## config.mk

```make
export PLATFORM = sky130hd
export DESIGN_NAME = seq_det_rx_flat
export DESIGN_NICKNAME = d
export VERILOG_FILES = /design/src/rtl/seq_det_rx_if.sv /design/src/rtl/seq_det_rx.sv /design/src/flat_wrapper.sv
export SDC_FILE = /design/constraint.sdc
export NUM_CORES = 1
export LEC_CHECK = 0
export CORE_UTILIZATION = 53
export CTS_CLUSTER_DIAMETER = 50
export CTS_CLUSTER_SIZE = 10
export DETAILED_ROUTE_END_ITERATION = 10
export GPL_TIMING_DRIVEN = 0
export PLACE_DENSITY = 0.88
export SKIP_CTS_REPAIR_TIMING = 1
export SYNTH_ARGS = -nofsm -noshare
export SYNTH_HDL_FRONTEND = slang
export SYNTH_SLANG_ARGS = --single-unit
```

## constraint.sdc

```tcl
create_clock -name i_clk -period 2.9 [get_ports i_clk]
set_input_delay 0.58 -clock i_clk [delete_from_list [all_inputs] [get_ports i_clk]]
set_output_delay 0.58 -clock i_clk [all_outputs]
set_load 0.01 [all_outputs]
```

## src/rtl/seq_det_rx_if.sv

```systemverilog
// Bundle of the serial receive stream, the compare/count controls and the
// received-word valid/ready handshake for seq_det_rx.
interface seq_det_rx_if #(
    parameter int WIDTH = 10,
    parameter int CNT_W = 16
);
    // serial input stream
    logic             i_serial_data;
    logic             i_bit_valid;
    logic             i_frame_end;
    // compare and counter controls
    logic [WIDTH-1:0] i_pattern;
    logic             i_clear_count;
    // received-word handshake
    logic             i_word_ready;
    logic [WIDTH-1:0] o_word;
    logic             o_word_valid;
    logic             o_match;
    // status
    logic [CNT_W-1:0] o_match_count;
    logic             o_frame_err;
    logic             o_overrun;

    // master: the environment that feeds bits and consumes words
    modport master (
        output i_serial_data, i_bit_valid, i_frame_end, i_pattern,
               i_clear_count, i_word_ready,
        input  o_word, o_word_valid, o_match, o_match_count,
               o_frame_err, o_overrun
    );

    // slave: the receiver itself
    modport slave (
        input  i_serial_data, i_bit_valid, i_frame_end, i_pattern,
               i_clear_count, i_word_ready,
        output o_word, o_word_valid, o_match, o_match_count,
               o_frame_err, o_overrun
    );
endinterface

```

## src/rtl/seq_det_rx.sv

```systemverilog
// LSB-first serial-to-parallel receiver. Frames are delimited by the
// transmitter's done pulse; each completed word is compared against a
// pattern, matches are counted (saturating), and words leave through a
// one-entry valid/ready buffer with overrun and framing-error pulses.
module seq_det_rx #(
    parameter int WIDTH = 10,
    parameter int CNT_W = 16
) (
    input  logic          i_clk,
    input  logic          i_reset,
    seq_det_rx_if.slave   bus
);
    localparam int BCW = (WIDTH > 1) ? $clog2(WIDTH) : 1;
    localparam logic [BCW-1:0]   LAST_CNT  = BCW'(WIDTH - 1);
    localparam logic [CNT_W-1:0] COUNT_MAX = {CNT_W{1'b1}};

    typedef enum logic {
        EMPTY = 1'b0,
        FULL  = 1'b1
    } buf_state_t;

    buf_state_t       state_reg, state_next;
    logic [BCW-1:0]   bit_cnt_reg, bit_cnt_next;
    logic [WIDTH-1:0] shift_reg, shift_next;
    logic [WIDTH-1:0] word_reg, word_next;
    logic             match_reg, match_next;
    logic [CNT_W-1:0] count_reg, count_next;
    logic             frame_err_reg, frame_err_next;
    logic             overrun_reg, overrun_next;

    logic [WIDTH-1:0] assembled;
    logic             last_bit;
    logic             complete;
    logic             load;

    // State register for the deserialiser, buffer, counter and status pulses
    always_ff @(posedge i_clk) begin
        if (i_reset) begin
            state_reg     <= EMPTY;
            bit_cnt_reg   <= '0;
            shift_reg     <= '0;
            word_reg      <= '0;
            match_reg     <= 1'b0;
            count_reg     <= '0;
            frame_err_reg <= 1'b0;
            overrun_reg   <= 1'b0;
        end else begin
            state_reg     <= state_next;
            bit_cnt_reg   <= bit_cnt_next;
            shift_reg     <= shift_next;
            word_reg      <= word_next;
            match_reg     <= match_next;
            count_reg     <= count_next;
            frame_err_reg <= frame_err_next;
            overrun_reg   <= overrun_next;
        end
    end

    // Next-state logic: bit framing, buffer handshake and match counting
    always_comb begin
        state_next     = state_reg;
        bit_cnt_next   = bit_cnt_reg;
        shift_next     = shift_reg;
        word_next      = word_reg;
        match_next     = match_reg;
        count_next     = count_reg;
        frame_err_next = 1'b0;
        overrun_next   = 1'b0;
        load           = 1'b0;

        // The word as it stands once this cycle's bit is shifted in
        assembled = {bus.i_serial_data, shift_reg[WIDTH-1:1]};
        last_bit  = (bit_cnt_reg == LAST_CNT);
        complete  = bus.i_bit_valid && bus.i_frame_end && last_bit;

        if (bus.i_bit_valid) begin
            if (bus.i_frame_end || last_bit) begin
                // Either a good frame boundary or a misplaced/missing marker:
                // both restart the bit count so we resync on the next bit.
                bit_cnt_next   = '0;
                shift_next     = complete ? assembled : '0;
                frame_err_next = !complete;
            end else begin
                bit_cnt_next = bit_cnt_reg + BCW'(1);
                shift_next   = assembled;
            end
        end

        case (state_reg)
            EMPTY: begin
                if (complete) begin
                    load = 1'b1;
                end
            end
            FULL: begin
                if (complete) begin
                    if (bus.i_word_ready) begin
                        load = 1'b1;
                    end else begin
                        overrun_next = 1'b1;
                    end
                end else if (bus.i_word_ready) begin
                    state_next = EMPTY;
                end
            end
            default: state_next = EMPTY;
        endcase

        if (load) begin
            state_next = FULL;
            word_next  = assembled;
            match_next = (assembled == bus.i_pattern);
        end

        // Clear wins over a coincident increment; the count never wraps
        if (bus.i_clear_count) begin
            count_next = '0;
        end else if (load && match_next && (count_reg != COUNT_MAX)) begin
            count_next = count_reg + CNT_W'(1);
        end
    end

    assign bus.o_word        = word_reg;
    assign bus.o_word_valid  = (state_reg == FULL);
    assign bus.o_match       = match_reg;
    assign bus.o_match_count = count_reg;
    assign bus.o_frame_err   = frame_err_reg;
    assign bus.o_overrun     = overrun_reg;
endmodule

```

## src/flat_wrapper.sv

```systemverilog
// flat-port wrapper written by rule: the top's interface ports become plain ports
module seq_det_rx_flat 
#(
    parameter int WIDTH = 10,
    parameter int CNT_W = 16
)
  (i_clk, i_reset, bus_i_serial_data, bus_i_bit_valid, bus_i_frame_end, bus_i_pattern, bus_i_clear_count, bus_i_word_ready, bus_o_word, bus_o_word_valid, bus_o_match, bus_o_match_count, bus_o_frame_err, bus_o_overrun);
  seq_det_rx_if #(.WIDTH(WIDTH), .CNT_W(CNT_W)) bus_i ();
  input  logic i_clk;
  input  logic i_reset;
  input wire logic [$bits(bus_i.i_serial_data)-1:0] bus_i_serial_data;
  input wire logic [$bits(bus_i.i_bit_valid)-1:0] bus_i_bit_valid;
  input wire logic [$bits(bus_i.i_frame_end)-1:0] bus_i_frame_end;
  input wire logic [$bits(bus_i.i_pattern)-1:0] bus_i_pattern;
  input wire logic [$bits(bus_i.i_clear_count)-1:0] bus_i_clear_count;
  input wire logic [$bits(bus_i.i_word_ready)-1:0] bus_i_word_ready;
  output wire logic [$bits(bus_i.o_word)-1:0] bus_o_word;
  output wire logic [$bits(bus_i.o_word_valid)-1:0] bus_o_word_valid;
  output wire logic [$bits(bus_i.o_match)-1:0] bus_o_match;
  output wire logic [$bits(bus_i.o_match_count)-1:0] bus_o_match_count;
  output wire logic [$bits(bus_i.o_frame_err)-1:0] bus_o_frame_err;
  output wire logic [$bits(bus_i.o_overrun)-1:0] bus_o_overrun;
  assign bus_i.i_serial_data = bus_i_serial_data;
  assign bus_i.i_bit_valid = bus_i_bit_valid;
  assign bus_i.i_frame_end = bus_i_frame_end;
  assign bus_i.i_pattern = bus_i_pattern;
  assign bus_i.i_clear_count = bus_i_clear_count;
  assign bus_i.i_word_ready = bus_i_word_ready;
  assign bus_o_word = bus_i.o_word;
  assign bus_o_word_valid = bus_i.o_word_valid;
  assign bus_o_match = bus_i.o_match;
  assign bus_o_match_count = bus_i.o_match_count;
  assign bus_o_frame_err = bus_i.o_frame_err;
  assign bus_o_overrun = bus_i.o_overrun;
  seq_det_rx #(.WIDTH(WIDTH), .CNT_W(CNT_W)) u_core (.i_clk(i_clk), .i_reset(i_reset), .bus(bus_i));
endmodule
```

* Word-level counts from Yosys, hierarchy flattened
Cells that the tools add are included.
** Word-level totals
- Logic and storage cells :: 38
- Output and inout port bits :: 30
- Flip-flop bits (word level) :: 44
- Input port bits :: 17
** Operators by class
- Equality and inequality tests :: 3
- Muxes and demuxes :: 12
- Reductions and logical operators :: 9
- $add $sub $neg :: 2
- Bitwise gates (word level) :: 4
** Operators with widths (count)
- 2-to-1 mux 10 bit :: 2
- adder 16 x 1 -> 16 bit (second input constant) :: 1
- != test 16 bit (second input constant) :: 1
- == test 10 bit :: 1
- 2-to-1 mux 1 bit :: 8
- OR reduction 3 bit :: 2
- adder 4 x 1 -> 4 bit (second input constant) :: 1
- == test 4 bit (second input constant) :: 1
- logical AND 1 bit :: 4
- 2-to-1 mux 4 bit :: 1
- inverter 1 bit :: 4
- one-hot mux 1 bit (2 select lines) :: 1
- OR reduction 2 bit :: 1
- logical NOT 1 bit :: 1
- logical OR 1 bit :: 1

* Logic depth before layout (Yosys ltp)
- Word-level depth :: 7
- Mapped depth :: 9
- Gate-level depth less buffers :: 8

* Worst setup path after synthesis
Ideal clock, no wire load.
- Kind :: input port to flip-flop
- Start :: input bus_i_bit_valid
- End :: register u_core.count_reg[13] (netlist: u_core.bus.o_match_count[13])
- Path buffers :: 1
- Setup slack :: 0.933 ns
- Stages :: 6
- Required time :: 2.784 ns
- Library setup time :: 0.116 ns
- Arrival :: 1.851 ns
- Cell sequence :: clkbuf_1 -> and4_1 -> nand4_2 -> nor3_1 -> a21oi_1 -> a31o_2
** Between the ends
- Word-level cells in the longest chain between the ends :: 7
- Elaborated cells between the ends (all ways) :: 8
- Those cells by class :: 4 x mux; 4 x reduce/logical
** RTL lines
- start, declared :: line flat_wrapper.sv:12 : input wire logic [$bits(bus_i.i_bit_valid)-1:0] bus_i_bit_valid;
- logical AND 1 bit * (2 in series) :: line seq_det_rx.sv:74 : complete = bus.i_bit_valid && bus.i_frame_end && last_bit;
- 2-to-1 mux 1 bit (on tied branches) :: line seq_det_rx.sv:96, seq_det_rx.sv:91
- one-hot mux 1 bit (2 select lines) * :: line seq_det_rx.sv:89 : case (state_reg)
- 2-to-1 mux 1 bit :: line seq_det_rx.sv:109 : if (load) begin
- logical AND 1 bit * (2 in series) :: line seq_det_rx.sv:118 : end else if (load && match_next && (count_reg != COUNT_MAX)) begin
- end signal, assigned :: line seq_det_rx.sv:53 : count_reg <= count_next;
- end, declared :: line seq_det_rx.sv:27 : logic [CNT_W-1:0] count_reg, count_next;
Mark *: on every way between the ends. The rest lies on a longest branch, timed or not.
A chain may end at the register's enable or synchronous reset.

* Final worst setup path
- Start :: input bus_i_serial_data
- End :: register u_core.count_reg[13] (netlist: u_core.bus.o_match_count[13])
** Between the ends
- Word-level cells in the longest chain between the ends :: 4
** RTL lines
- start, declared :: line flat_wrapper.sv:11 : input wire logic [$bits(bus_i.i_serial_data)-1:0] bus_i_serial_data;
- == test 10 bit :: line seq_det_rx.sv:112 : match_next = (assembled == bus.i_pattern);
- 2-to-1 mux 1 bit :: line seq_det_rx.sv:109
- logical AND 1 bit (2 in series) :: line seq_det_rx.sv:118
Every way passes these cells.

==> flow_summary.yaml <==
finish:
  regArea_sq_um: 861
  nNetsFinal: 287
  stdcell_count: 314
  drive_gt1_share_pct: 8.58
  antenna_cells: 0
  n_fill_cell: 260
  largest_reg_flops: 16
  final_core_util_pct: 74.5
  multi_input_area_sq_um: 1060
  area_growth_pct: 30.1
cts:
  h-tree-depth: 2
  cts.reportedPaths.clkPinSlew_ps: 80
  clk_latency_ps: 290
  clk_path_buf_depth: 2
  cts_tree: "yes"
  root_buffer: "clkbuf_8"
  cts.sinks: 43
  cts_made_buffers: 5
die:
  rows: 21
  core_sq_um: 3470
  initial_core_util_pct: 57.3
  num_io_pins: 47
  die_y_microns: 63.2
  die_w_microns: 63.2
  die_area_sq_um: 4000
global_routing:
  grt_pass1_wl_microns: 7020
  grtUsageTotal_pct: 22.7
  grt_use_met2_pct: 39.1
  grt_use_met3_pct: 5.80
  grt_max_degree: 13
  grt_pass1_vias: 1539
  use_met1_pct: 26.7
  grt_antenna_before_repair: 0
  overflow: 0
  grt-busiest-layer: "met2"
worst_setup_path:
  regToRegEndpoint: "u_core.bus.o_match_count[13]"
  ff2ff_path_depth: 7
  reg2reg_from: "u_core.bit_cnt_reg[0]"
  cp-end-kind: "flop"
  cp-start-kind: "input pin"
  reg2reg_slack_ps: 710
  path_class: "in -> reg"
  cp.arrival_ps: 2570
  cp_max_fo: 6
  cp-startpoint: "bus_i_serial_data"
  cp_data_required_time_ps: 3090
run:
  maxCapViolCount: 0
sta:
  tns_ps: 0
  finalSetupViolations: 0
  finalHoldWorstSlack_ps: 479
  rsz0062_at_grt: "false"
  hold_viol_final: 0
  maxSlewViolCount: 0
  worst_slack_ps: 523
  post-route-min-period_ps: 2380
  finalCritPeriodShare_pct: 81.9
  timing.slew.headroom_pct: 70.3
  fin_worst_skew_ps: 4.37
  max_freq_mhz: 421
  tightest_slew_ps: 443
synth:
  synthCells: 216
  synth-seq-cells: 43
  syn_area_sq_um: 1990
  synth_xor_area_share_pct: 11.9
  synth.distinct_cells: 33
  syn_avg_cell_area_sq_um: 9.19
  synth_mux_area_share_pct: 5.04
  ys_warn_count: 0
  ys_seq_area_share_pct: 43.4
  synth_top_family_by_area: "simple AND/OR/NAND/NOR gates"
  synth_fp_nets: 236
  yosys.area_share.simple_pct: 29.0
  synth-adder-area-share_pct: 1.89
  synth-compound-area-share_pct: 5.29
power_and_ir_drop:
  p_leak_uw: 0.000881
  ir_drop_mv: 0.353
  cellPowerDensity_nw_per_um2: 418
hold_path:
  min-delay-start: "u_core.bus.o_match"
  hold_depth: 2
  hold_class: "reg -> reg"
  whs_endpoint: "u_core.bus.o_match"
routing:
  wirelength_microns: 4240
  via_per_inst: 5.29
  vias: 1662
  drt-initial-drc-count: 114
  drtAntennaViolNets: 0
  avgRoutedWirePerCell_microns: 13.5
  drc: 0
  firstDrtPassIters: 4
placed_design:
  numPortBuffers: 44
  place_inst: 306
  hpwlAfterDp_microns: 2990
  gp_congestion: 0.887
  place_ws_ps: 266
run_status:
  status: "completed"
## cell families (layout without fill, tap and decap cells)
family                   count (synthesis)  count (layout)
multiplexers                            10              10
buffers and inverters                   15              67
flip-flops                              43              43
AO/OA/AOI/OAI                           19              19
AND/OR/NAND/NOR                         99              99
XOR/XNOR                                27              27
adder cells (fa/ha/maj)                  3               3
## worst max path at each step
stage          cells past startpoint                            to  slack (ps)
3_3_place_gp                       7  u_core.bus.o_match_count[13]         300
6_report                           7  u_core.bus.o_match_count[13]         520
4_1_cts                            7  u_core.bus.o_match_count[13]         540
3_5_place_dp                       7  u_core.bus.o_match_count[13]         270
2_1_floorplan                      6  u_core.bus.o_match_count[13]         930
5_1_grt                            7  u_core.bus.o_match_count[13]         400
## through the flow
step	power (uW)	area [sq um]
after detailed placement	674	2480
final	1080	2580
after CTS	1080	2580
after floorplan	643	1990
after global placement	672	2480
after global routing	1120	2580
## report_power, final
| group | internal, uW | leakage [uW] | switching [uW] |
|---|---|---|---|
| Clock | 217 | 0.0000515 | 200 |
| Combinational | 31.5 | 0.000482 | 33.2 |
| Sequential | 593 | 0.000347 | 4.02 |
| Total | 842 | 0.000881 | 237 |
## worst max-delay path, cell delays in order
cell and delay [ps]:
clkdlybuf4s50_1 480, xor2_1 200, nor4_2 260, nand4_2 250, nor3_1 450, a21oi_1 140
a31o_2 220
## per-layer routing
layer  part of all wire, %  up-vias
li1                      -      829
met1                    44      769
met2                    49       54
met3                   4.9       10
met4                   1.8        0
met5                     0        -
## synth_stat cells
master	count	area (sq um)
xor2_1	12	105
nand3_1	7	35.0
nor3b_1	1	7.51
clkbuf_1	7	26.3
a31o_2	2	17.5
and3b_1	1	8.76
nand2_1	10	37.5
mux2i_1	10	100
nor4_2	3	37.5
ha_1	3	37.5
nand4_1	2	12.5
nor2b_1	9	56.3
buf_4	1	7.51
nor4b_1	2	17.5
xnor2_1	15	131
and2_1	2	12.5
buf_1	1	3.75
nor3_1	5	25.0
a211oi_1	1	7.51
nor4_1	1	6.26
dfxtp_1	43	861
nand2b_1	3	18.8
inv_1	4	15.0
and4_1	4	35.0
nor4_4	3	63.8
nor2_1	41	154
nor3_2	3	30.0
or2_2	1	6.26
buf_2	1	5.00
buf_6	1	11.3
nand4_2	1	12.5
a21oi_1	14	70.1
o21ai_0	2	10.0
## cells in the final DEF, fill, tap and decap left out, types with 7 or more instances in the layout
| master | instances |
|---|---|
| a21oi_1 | 14 |
| clkbuf_1 | 8 |
| clkbuf_8 | 7 |
| clkdlybuf4s50_1 | 44 |
| dfxtp_1 | 43 |
| mux2i_1 | 10 |
| nand2_1 | 10 |
| nand3_1 | 7 |
| nor2_1 | 41 |
| nor2b_1 | 9 |
| xnor2_1 | 15 |
| xor2_1 | 12 |
## layout make-up
type	count	area share [%]
multi-input combinational	158	40.9
sequential	43	33.3
timing repair buffer	44	17.0
clock buffer	8	3.87
tap	46	2.23
buffer	11	2.08
inverter	4	0.581
(Power assumes the default switching activity.)
